File: config.mk
export PLATFORM = sky130hd
export DESIGN_NAME = brom_vec_fetcher
export DESIGN_NICKNAME = d
export VERILOG_FILES = /design/src/rtl/brom_fetch_pkg.sv /design/src/rtl/brom_fetch_fifo.sv /design/src/rtl/brom_vec_fetcher.sv
export SDC_FILE = /design/constraint.sdc
export NUM_CORES = 1
export LEC_CHECK = 0
export CORE_MARGIN = 2
export CORE_UTILIZATION = 53
export CTS_CLUSTER_DIAMETER = 30
export DETAILED_ROUTE_END_ITERATION = 10
export PLACE_DENSITY = 0.75
export REMOVE_ABC_BUFFERS = 1
export SLEW_MARGIN = 25
export SYNTH_ARGS = -nofsm -noshare
export SYNTH_HDL_FRONTEND = slang
export SYNTH_SLANG_ARGS = --single-unit
export TNS_END_PERCENT = 20
File: constraint.sdc
create_clock -name clk -period 7 [get_ports clk]
set_input_delay 2.1 -clock clk [delete_from_list [all_inputs] [get_ports clk]]
set_output_delay 2.1 -clock clk [all_outputs]
set_load 0.01 [all_outputs]
File: src/rtl/brom_fetch_pkg.sv
// rtl/brom_fetch_pkg.sv - shared types and constants for the bROM vector fetcher
// Contents: fetch_state_e state encoding, default output-buffer depth and its count width.
package brom_fetch_pkg;

  localparam int DEF_FIFO_DEPTH = 4;
  localparam int FIFO_CNT_W     = $clog2(DEF_FIFO_DEPTH + 1);

  typedef enum logic [1:0] {
    IDLE  = 2'd0,
    FETCH = 2'd1,
    DRAIN = 2'd2
  } fetch_state_e;

endpackage

File: src/rtl/brom_fetch_fifo.sv
// rtl/brom_fetch_fifo.sv - small synchronous FIFO carrying data plus a last flag
// Ports: clk, rst (async active-high); wr_en/wr_data/wr_last write side;
//        rd_en/rd_data/rd_last read side (head shown from storage, no bypass from write);
//        count, full, empty status.
module brom_fetch_fifo #(
  parameter int DATA_WIDTH = 32,
  parameter int DEPTH      = 4,
  parameter int CNT_W      = $clog2(DEPTH + 1)
) (
  input  logic                  clk,
  input  logic                  rst,
  input  logic                  wr_en,
  input  logic [DATA_WIDTH-1:0] wr_data,
  input  logic                  wr_last,
  input  logic                  rd_en,
  output logic [DATA_WIDTH-1:0] rd_data,
  output logic                  rd_last,
  output logic [CNT_W-1:0]      count,
  output logic                  full,
  output logic                  empty
);

  localparam int PTR_W = $clog2(DEPTH);

  logic [DATA_WIDTH:0] mem [DEPTH];
  logic [PTR_W-1:0]    wr_ptr;
  logic [PTR_W-1:0]    rd_ptr;
  logic                do_wr;
  logic                do_rd;

  assign full  = (count == CNT_W'(DEPTH));
  assign empty = (count == '0);
  assign do_wr = wr_en && !full;
  assign do_rd = rd_en && !empty;

  assign rd_data = mem[rd_ptr][DATA_WIDTH-1:0];
  assign rd_last = mem[rd_ptr][DATA_WIDTH];

  always_ff @(posedge clk) begin
    if (do_wr) begin
      mem[wr_ptr] <= {wr_last, wr_data};
    end
  end

  // DEPTH is a power of two, so the pointers wrap naturally.
  always_ff @(posedge clk or posedge rst) begin
    if (rst) begin
      wr_ptr <= '0;
      rd_ptr <= '0;
      count  <= '0;
    end else begin
      if (do_wr) wr_ptr <= wr_ptr + PTR_W'(1);
      if (do_rd) rd_ptr <= rd_ptr + PTR_W'(1);
      case ({do_wr, do_rd})
        2'b10:   count <= count + CNT_W'(1);
        2'b01:   count <= count - CNT_W'(1);
        default: count <= count;
      endcase
    end
  end

endmodule

File: src/rtl/brom_vec_fetcher.sv
// rtl/brom_vec_fetcher.sv - burst read initiator for the vector bROM with buffered stream output
// Ports: clk, rst (async active-high); start/base_addr/num_vec command, busy/done status;
//        arvalid/araddr/rready ROM request, rvalid/rdata ROM return;
//        m_valid/m_data/m_last/m_ready output stream.
module brom_vec_fetcher
  import brom_fetch_pkg::*;
#(
  parameter int ROM_DEPTH  = 16,
  parameter int DATA_WIDTH = 32,
  parameter int ADDR_WIDTH = $clog2(ROM_DEPTH),
  parameter int CNT_WIDTH  = $clog2(ROM_DEPTH + 1),
  parameter int FIFO_DEPTH = DEF_FIFO_DEPTH
) (
  input  logic                  clk,
  input  logic                  rst,
  input  logic                  start,
  input  logic [ADDR_WIDTH-1:0] base_addr,
  input  logic [CNT_WIDTH-1:0]  num_vec,
  output logic                  busy,
  output logic                  done,
  output logic                  arvalid,
  output logic [ADDR_WIDTH-1:0] araddr,
  output logic                  rready,
  input  logic                  rvalid,
  input  logic [DATA_WIDTH-1:0] rdata,
  output logic                  m_valid,
  output logic [DATA_WIDTH-1:0] m_data,
  output logic                  m_last,
  input  logic                  m_ready
);

  localparam int FCNT_W = $clog2(FIFO_DEPTH + 1);
  localparam logic [ADDR_WIDTH-1:0] ADDR_MAX = ADDR_WIDTH'(ROM_DEPTH - 1);

  fetch_state_e          state_q, state_d;
  logic [ADDR_WIDTH-1:0] addr_q;
  logic [CNT_WIDTH-1:0]  num_q;
  logic [CNT_WIDTH-1:0]  issued_q;
  logic [CNT_WIDTH-1:0]  rcv_q;
  logic                  inflight_q;
  logic                  done_q, done_d;

  logic                  start_ok;
  logic                  issue;
  logic [ADDR_WIDTH-1:0] base_mod;
  logic [FCNT_W:0]       credit_used;
  logic                  fifo_wr;
  logic                  fifo_rd;
  logic                  fifo_rd_last;
  logic [FCNT_W-1:0]     fifo_count;
  logic                  fifo_full;
  logic                  fifo_empty;

  // A start is not taken while done is still showing, so the next burst
  // begins the cycle after the completion pulse.
  assign start_ok = (state_q == IDLE) && !done_q && start;

  // Words in the buffer plus the one word still inside the ROM pipeline must
  // leave room, because rvalid cannot be stalled.
  assign credit_used = {1'b0, fifo_count} + {{FCNT_W{1'b0}}, inflight_q};
  assign issue = (state_q == FETCH) && (issued_q < num_q) &&
                 (credit_used < (FCNT_W + 1)'(FIFO_DEPTH));

  assign base_mod = ({1'b0, base_addr} >= (ADDR_WIDTH + 1)'(ROM_DEPTH))
                  ? base_addr - ADDR_WIDTH'(ROM_DEPTH) : base_addr;

  assign arvalid = issue;
  assign rready  = issue;
  assign araddr  = addr_q;
  assign busy    = (state_q != IDLE);
  assign done    = done_q;

  assign fifo_wr = rvalid && inflight_q;
  assign fifo_rd = m_valid && m_ready;
  assign m_valid = !fifo_empty;
  assign m_last  = m_valid && fifo_rd_last;

  always_comb begin
    state_d = state_q;
    done_d  = 1'b0;
    case (state_q)
      IDLE: begin
        if (start_ok) begin
          if (num_vec != '0) state_d = FETCH;
          else               done_d  = 1'b1;
        end
      end
      FETCH: begin
        if (issue && (issued_q + CNT_WIDTH'(1) == num_q)) state_d = DRAIN;
      end
      DRAIN: begin
        if (!inflight_q && fifo_empty) begin
          state_d = IDLE;
          done_d  = 1'b1;
        end
      end
      default: state_d = IDLE;
    endcase
  end

  always_ff @(posedge clk or posedge rst) begin
    if (rst) begin
      state_q    <= IDLE;
      done_q     <= 1'b0;
      addr_q     <= '0;
      num_q      <= '0;
      issued_q   <= '0;
      rcv_q      <= '0;
      inflight_q <= 1'b0;
    end else begin
      state_q    <= state_d;
      done_q     <= done_d;
      inflight_q <= issue;
      if (start_ok && (num_vec != '0)) begin
        addr_q   <= base_mod;
        num_q    <= num_vec;
        issued_q <= '0;
        rcv_q    <= '0;
      end
      if (issue) begin
        issued_q <= issued_q + CNT_WIDTH'(1);
        addr_q   <= (addr_q == ADDR_MAX) ? '0 : addr_q + ADDR_WIDTH'(1);
      end
      if (fifo_wr) begin
        rcv_q <= rcv_q + CNT_WIDTH'(1);
      end
    end
  end

  brom_fetch_fifo #(
    .DATA_WIDTH (DATA_WIDTH),
    .DEPTH      (FIFO_DEPTH),
    .CNT_W      (FCNT_W)
  ) u_fifo (
    .clk     (clk),
    .rst     (rst),
    .wr_en   (fifo_wr),
    .wr_data (rdata),
    .wr_last (rcv_q == num_q - CNT_WIDTH'(1)),
    .rd_en   (fifo_rd),
    .rd_data (m_data),
    .rd_last (fifo_rd_last),
    .count   (fifo_count),
    .full    (fifo_full),
    .empty   (fifo_empty)
  );

endmodule

==> out/metrics.yaml <==
multiInputGateArea_um2: 1760
library_cell_with_the_largest_summed_area_after_synthesis: "sky130_fd_sc_hd__edfxtp_1"
finish.utilization: 0.682
met3_usage: 0.0565
regToRegSetupSlack_ns: 4.51
run_status: "finished clean"
clk_latency_ns: 0.43
worstHoldStart: "u_fifo.rd_ptr[0]"
grt_max_degree: 34
drtAntennaViolNets: 0
width_of_the_chip_um: 115
final_max_slew_viol_count: 0
cts.path.max_buffers: 2
final-hold-violation-count: 0
areaGrowthSynthToFinish_pct: 25.1
ys_dominant_reg_cell: "sky130_fd_sc_hd__edfxtp_1"
floorplan.initialDensity: 0.546
worst_ep_required_time_ns: 4.90
clock_buffers_created_by_tritoncts: 17
post_drt_via_cell_ratio: 5.49
reg2reg_from: "inflight_q"
globalRouteMet2Util: 0.332
tritoncts_clock_tree: "done"
route.final.wire_length_mm: 12.1
ys_top_cells_by_area: "sky130_fd_sc_hd__edfxtp_1 (60%), sky130_fd_sc_hd__dfrtp_1 (11%), sky130_fd_sc_hd__mux4_2 (11%)"
min_delay_path_class: "flop to flop"
post_route_cells_drive_above_1_share: 0.173
whs_endpoint: "u_fifo.rd_ptr[0]"
worst-endpoint-arrival_ns: 2.66
final_min_period_over_clock_period: 0.680
cts_hold_repair.buffers: 0
yosys.cell_types.count: 43
dr.first_iter.drc_count: 266
synth_commonest_cells: "sky130_fd_sc_hd__edfxtp_1 (132), sky130_fd_sc_hd__mux4_2 (33), sky130_fd_sc_hd__dfrtp_1 (30), sky130_fd_sc_hd__o21ai_0 (18), sky130_fd_sc_hd__nand2_1 (17)"
synth_edf_count: 132
grt_antenna_before_repair: 0
timing.critical_path.fanout_max: 20
worst-slew-pin-transition_ns: 0.896
power.density_nw_per_um2: 413
ys_async_sr_fraction: 0.185
first_global_vias: 3687
grt_setup_unrepaired: "no"
route.vias.total: 3491
timing.hold.worst_path_depth: 1
timing.rr.end: "u_fifo.mem[0][2]"
final.fill_count: 816
timing_worst_setup_path_type: "flop to output pin"
syn-cell-area_um2: 6580
final_nets: 516
cts_num_sinks: 162
synth.avg_cell_area_um2: 18.4
grt_first_pass_wirelength_mm: 19.0
time_the_final_worst_path_needs_with_i_o_delays_and_setup_ns: 4.76
num_rows: 40
detail_route.wl_per_cell_um: 19.0
ys_seq_elements: 162
die_h_um: 115
drv_cap: 0
synthCells: 357
synth.yosys.seq_area_share: 0.716
grt_busiest_layer: "met2"
irDropWorstVdd_v: 0.000261
core_um2: 12100
cts_resized: 0
worst_r2r_path_depth: 3
finalSetupTns_ns: 0
grt_remaining_overflow: 0
design.die.area_um2: 13300
grt_use_met1: 0.243
maximum_achievable_frequency_mhz: 210
critPathCaptureType: "output pin"
clock_tree.root_cell: "sky130_fd_sc_hd__clkbuf_16"
dr.pass1.iters: 4
seqCellArea_um2: 4720
io_buffer_count: 87
fin_worst_skew_ns: 0.00692
gp_routability_congestion: 0.849
total_number_of_h_tree_levels: 4
n_antenna_cell: 0
design.portCount: 88
static-leakage-power_nw: 2.86
post_cts_buffers: 0
synth_top_area_share: 0.602
ys.warnings.count: 0
setup_viol: 0
worstSetupStartpointType: "flop"
max_slew_margin: 0.403
detailed_place_hpwl_mm: 7.39
synth.most_common_cell: "sky130_fd_sc_hd__edfxtp_1"
design_power_total_mw: 3.40
remaining_drc_errors: 0
track_usage: 0.198
clkSlewWorstSetupHoldPaths_ns: 0.06
## flip-flops by register name (all words and copies together), names as in the netlist
name / flops
u_fifo.mem: 132
issued_q: 5
num_q: 5
rcv_q: 5
araddr: 4
u_fifo.count: 3
state_q: 2
u_fifo.rd_ptr: 2
u_fifo.wr_ptr: 2
done: 1
inflight_q: 1
## report_power, final
part           switching, mW  total, mW  internal (mW)
registers              0.121       1.31           1.19
clock network          0.357      0.934          0.577
logic                  0.528       1.15          0.627
total                   1.01       3.40           2.40
## area by class of cell
cell class,count,area share
Inverter,14,0.00638
Clock inverter,10,0.0164
Timing Repair Buffer,90,0.109
Clock buffer,22,0.0564
Multi-Input combinational cell,170,0.214
Sequential cell,162,0.573
Tap cell,168,0.0255
## layer usage
layer,routed length [µm],vias to the layer above
met2,6200,117
met3,720,18
met4,218,0
met1,4920,1771
li1,-,1585
met5,0,-
## critical path, stage by stage (launching register included)
cell and delay, ns:
sky130_fd_sc_hd__dfrtp_1 0.43, sky130_fd_sc_hd__inv_1 0.11, sky130_fd_sc_hd__ha_1 0.32, sky130_fd_sc_hd__a21oi_1 0.15, sky130_fd_sc_hd__nand2_1 0.10, sky130_fd_sc_hd__a31oi_4 0.48, sky130_fd_sc_hd__clkdlybuf4s50_1 0.64
## metrics by stage
step	cells	setup WS [ns]	hold slack, ns	cell area, µm²
after floorplan	346	2.62	0.476	6520
after CTS	636	2.20	0.524	8230
after detailed placement	604	2.31	0.506	7630
final	636	2.24	0.521	8230
after global routing	636	2.10	0.544	8230
after global placement	604	2.44	0.500	7630
## worst max path at each step
stage | startpoint | to | slack, ns | depth (start not counted)
after floorplan | u_fifo.rd_ptr[0] | m_last | 2.62 | 2
after global placement | rvalid | u_fifo.mem[1][2] | 2.44 | 4
after detailed placement | rvalid | u_fifo.mem[1][2] | 2.31 | 4
after CTS | num_q[2] | arvalid | 2.20 | 6
after global routing | num_q[2] | rready | 2.10 | 6
final | num_q[2] | arvalid | 2.24 | 6
## cells by family (layout without fill, tap and decap cells)
logic type / after synthesis / count (layout) / share of synthesized area
adders and majority gates: 15 / 15 / 0.0297
buffers and inverters: 25 / 136 / 0.0169
DFF: 162 / 162 / 0.716
and+or+nand+nor: 56 / 56 / 0.0462
AOI/OAI and AO/OA: 37 / 37 / 0.0371
muxes: 41 / 41 / 0.126
xor gates and xnor gates: 21 / 21 / 0.0279
## placed cells by master (no fill, tap or decap), types with 2 or more instances in the layout
| master | n |
|---|---|
| sky130_fd_sc_hd__o21ai_0 | 18 |
| sky130_fd_sc_hd__buf_4 | 3 |
| sky130_fd_sc_hd__dfrtp_1 | 29 |
| sky130_fd_sc_hd__xor2_1 | 8 |
| sky130_fd_sc_hd__nand3_1 | 9 |
| sky130_fd_sc_hd__clkdlybuf4s50_1 | 87 |
| sky130_fd_sc_hd__clkinv_2 | 3 |
| sky130_fd_sc_hd__ha_1 | 14 |
| sky130_fd_sc_hd__clkbuf_1 | 3 |
| sky130_fd_sc_hd__mux2_2 | 4 |
| sky130_fd_sc_hd__mux4_2 | 33 |
| sky130_fd_sc_hd__o21ai_1 | 3 |
| sky130_fd_sc_hd__nor4_1 | 2 |
| sky130_fd_sc_hd__clkbuf_16 | 17 |
| sky130_fd_sc_hd__mux2i_1 | 4 |
| sky130_fd_sc_hd__or2_2 | 2 |
| sky130_fd_sc_hd__nand3b_1 | 2 |
| sky130_fd_sc_hd__a22o_1 | 2 |
| sky130_fd_sc_hd__and2_2 | 4 |
| sky130_fd_sc_hd__edfxtp_1 | 132 |
| sky130_fd_sc_hd__a21oi_1 | 5 |
| sky130_fd_sc_hd__bufinv_16 | 3 |
| sky130_fd_sc_hd__a31oi_1 | 2 |
| sky130_fd_sc_hd__clkinvlp_4 | 4 |
| sky130_fd_sc_hd__nand2_1 | 17 |
| sky130_fd_sc_hd__clkbuf_8 | 2 |
| sky130_fd_sc_hd__nor2_1 | 8 |
| sky130_fd_sc_hd__inv_1 | 14 |
| sky130_fd_sc_hd__xnor2_1 | 13 |
| sky130_fd_sc_hd__and2_1 | 2 |
Power figures use the tool's default switching activity.
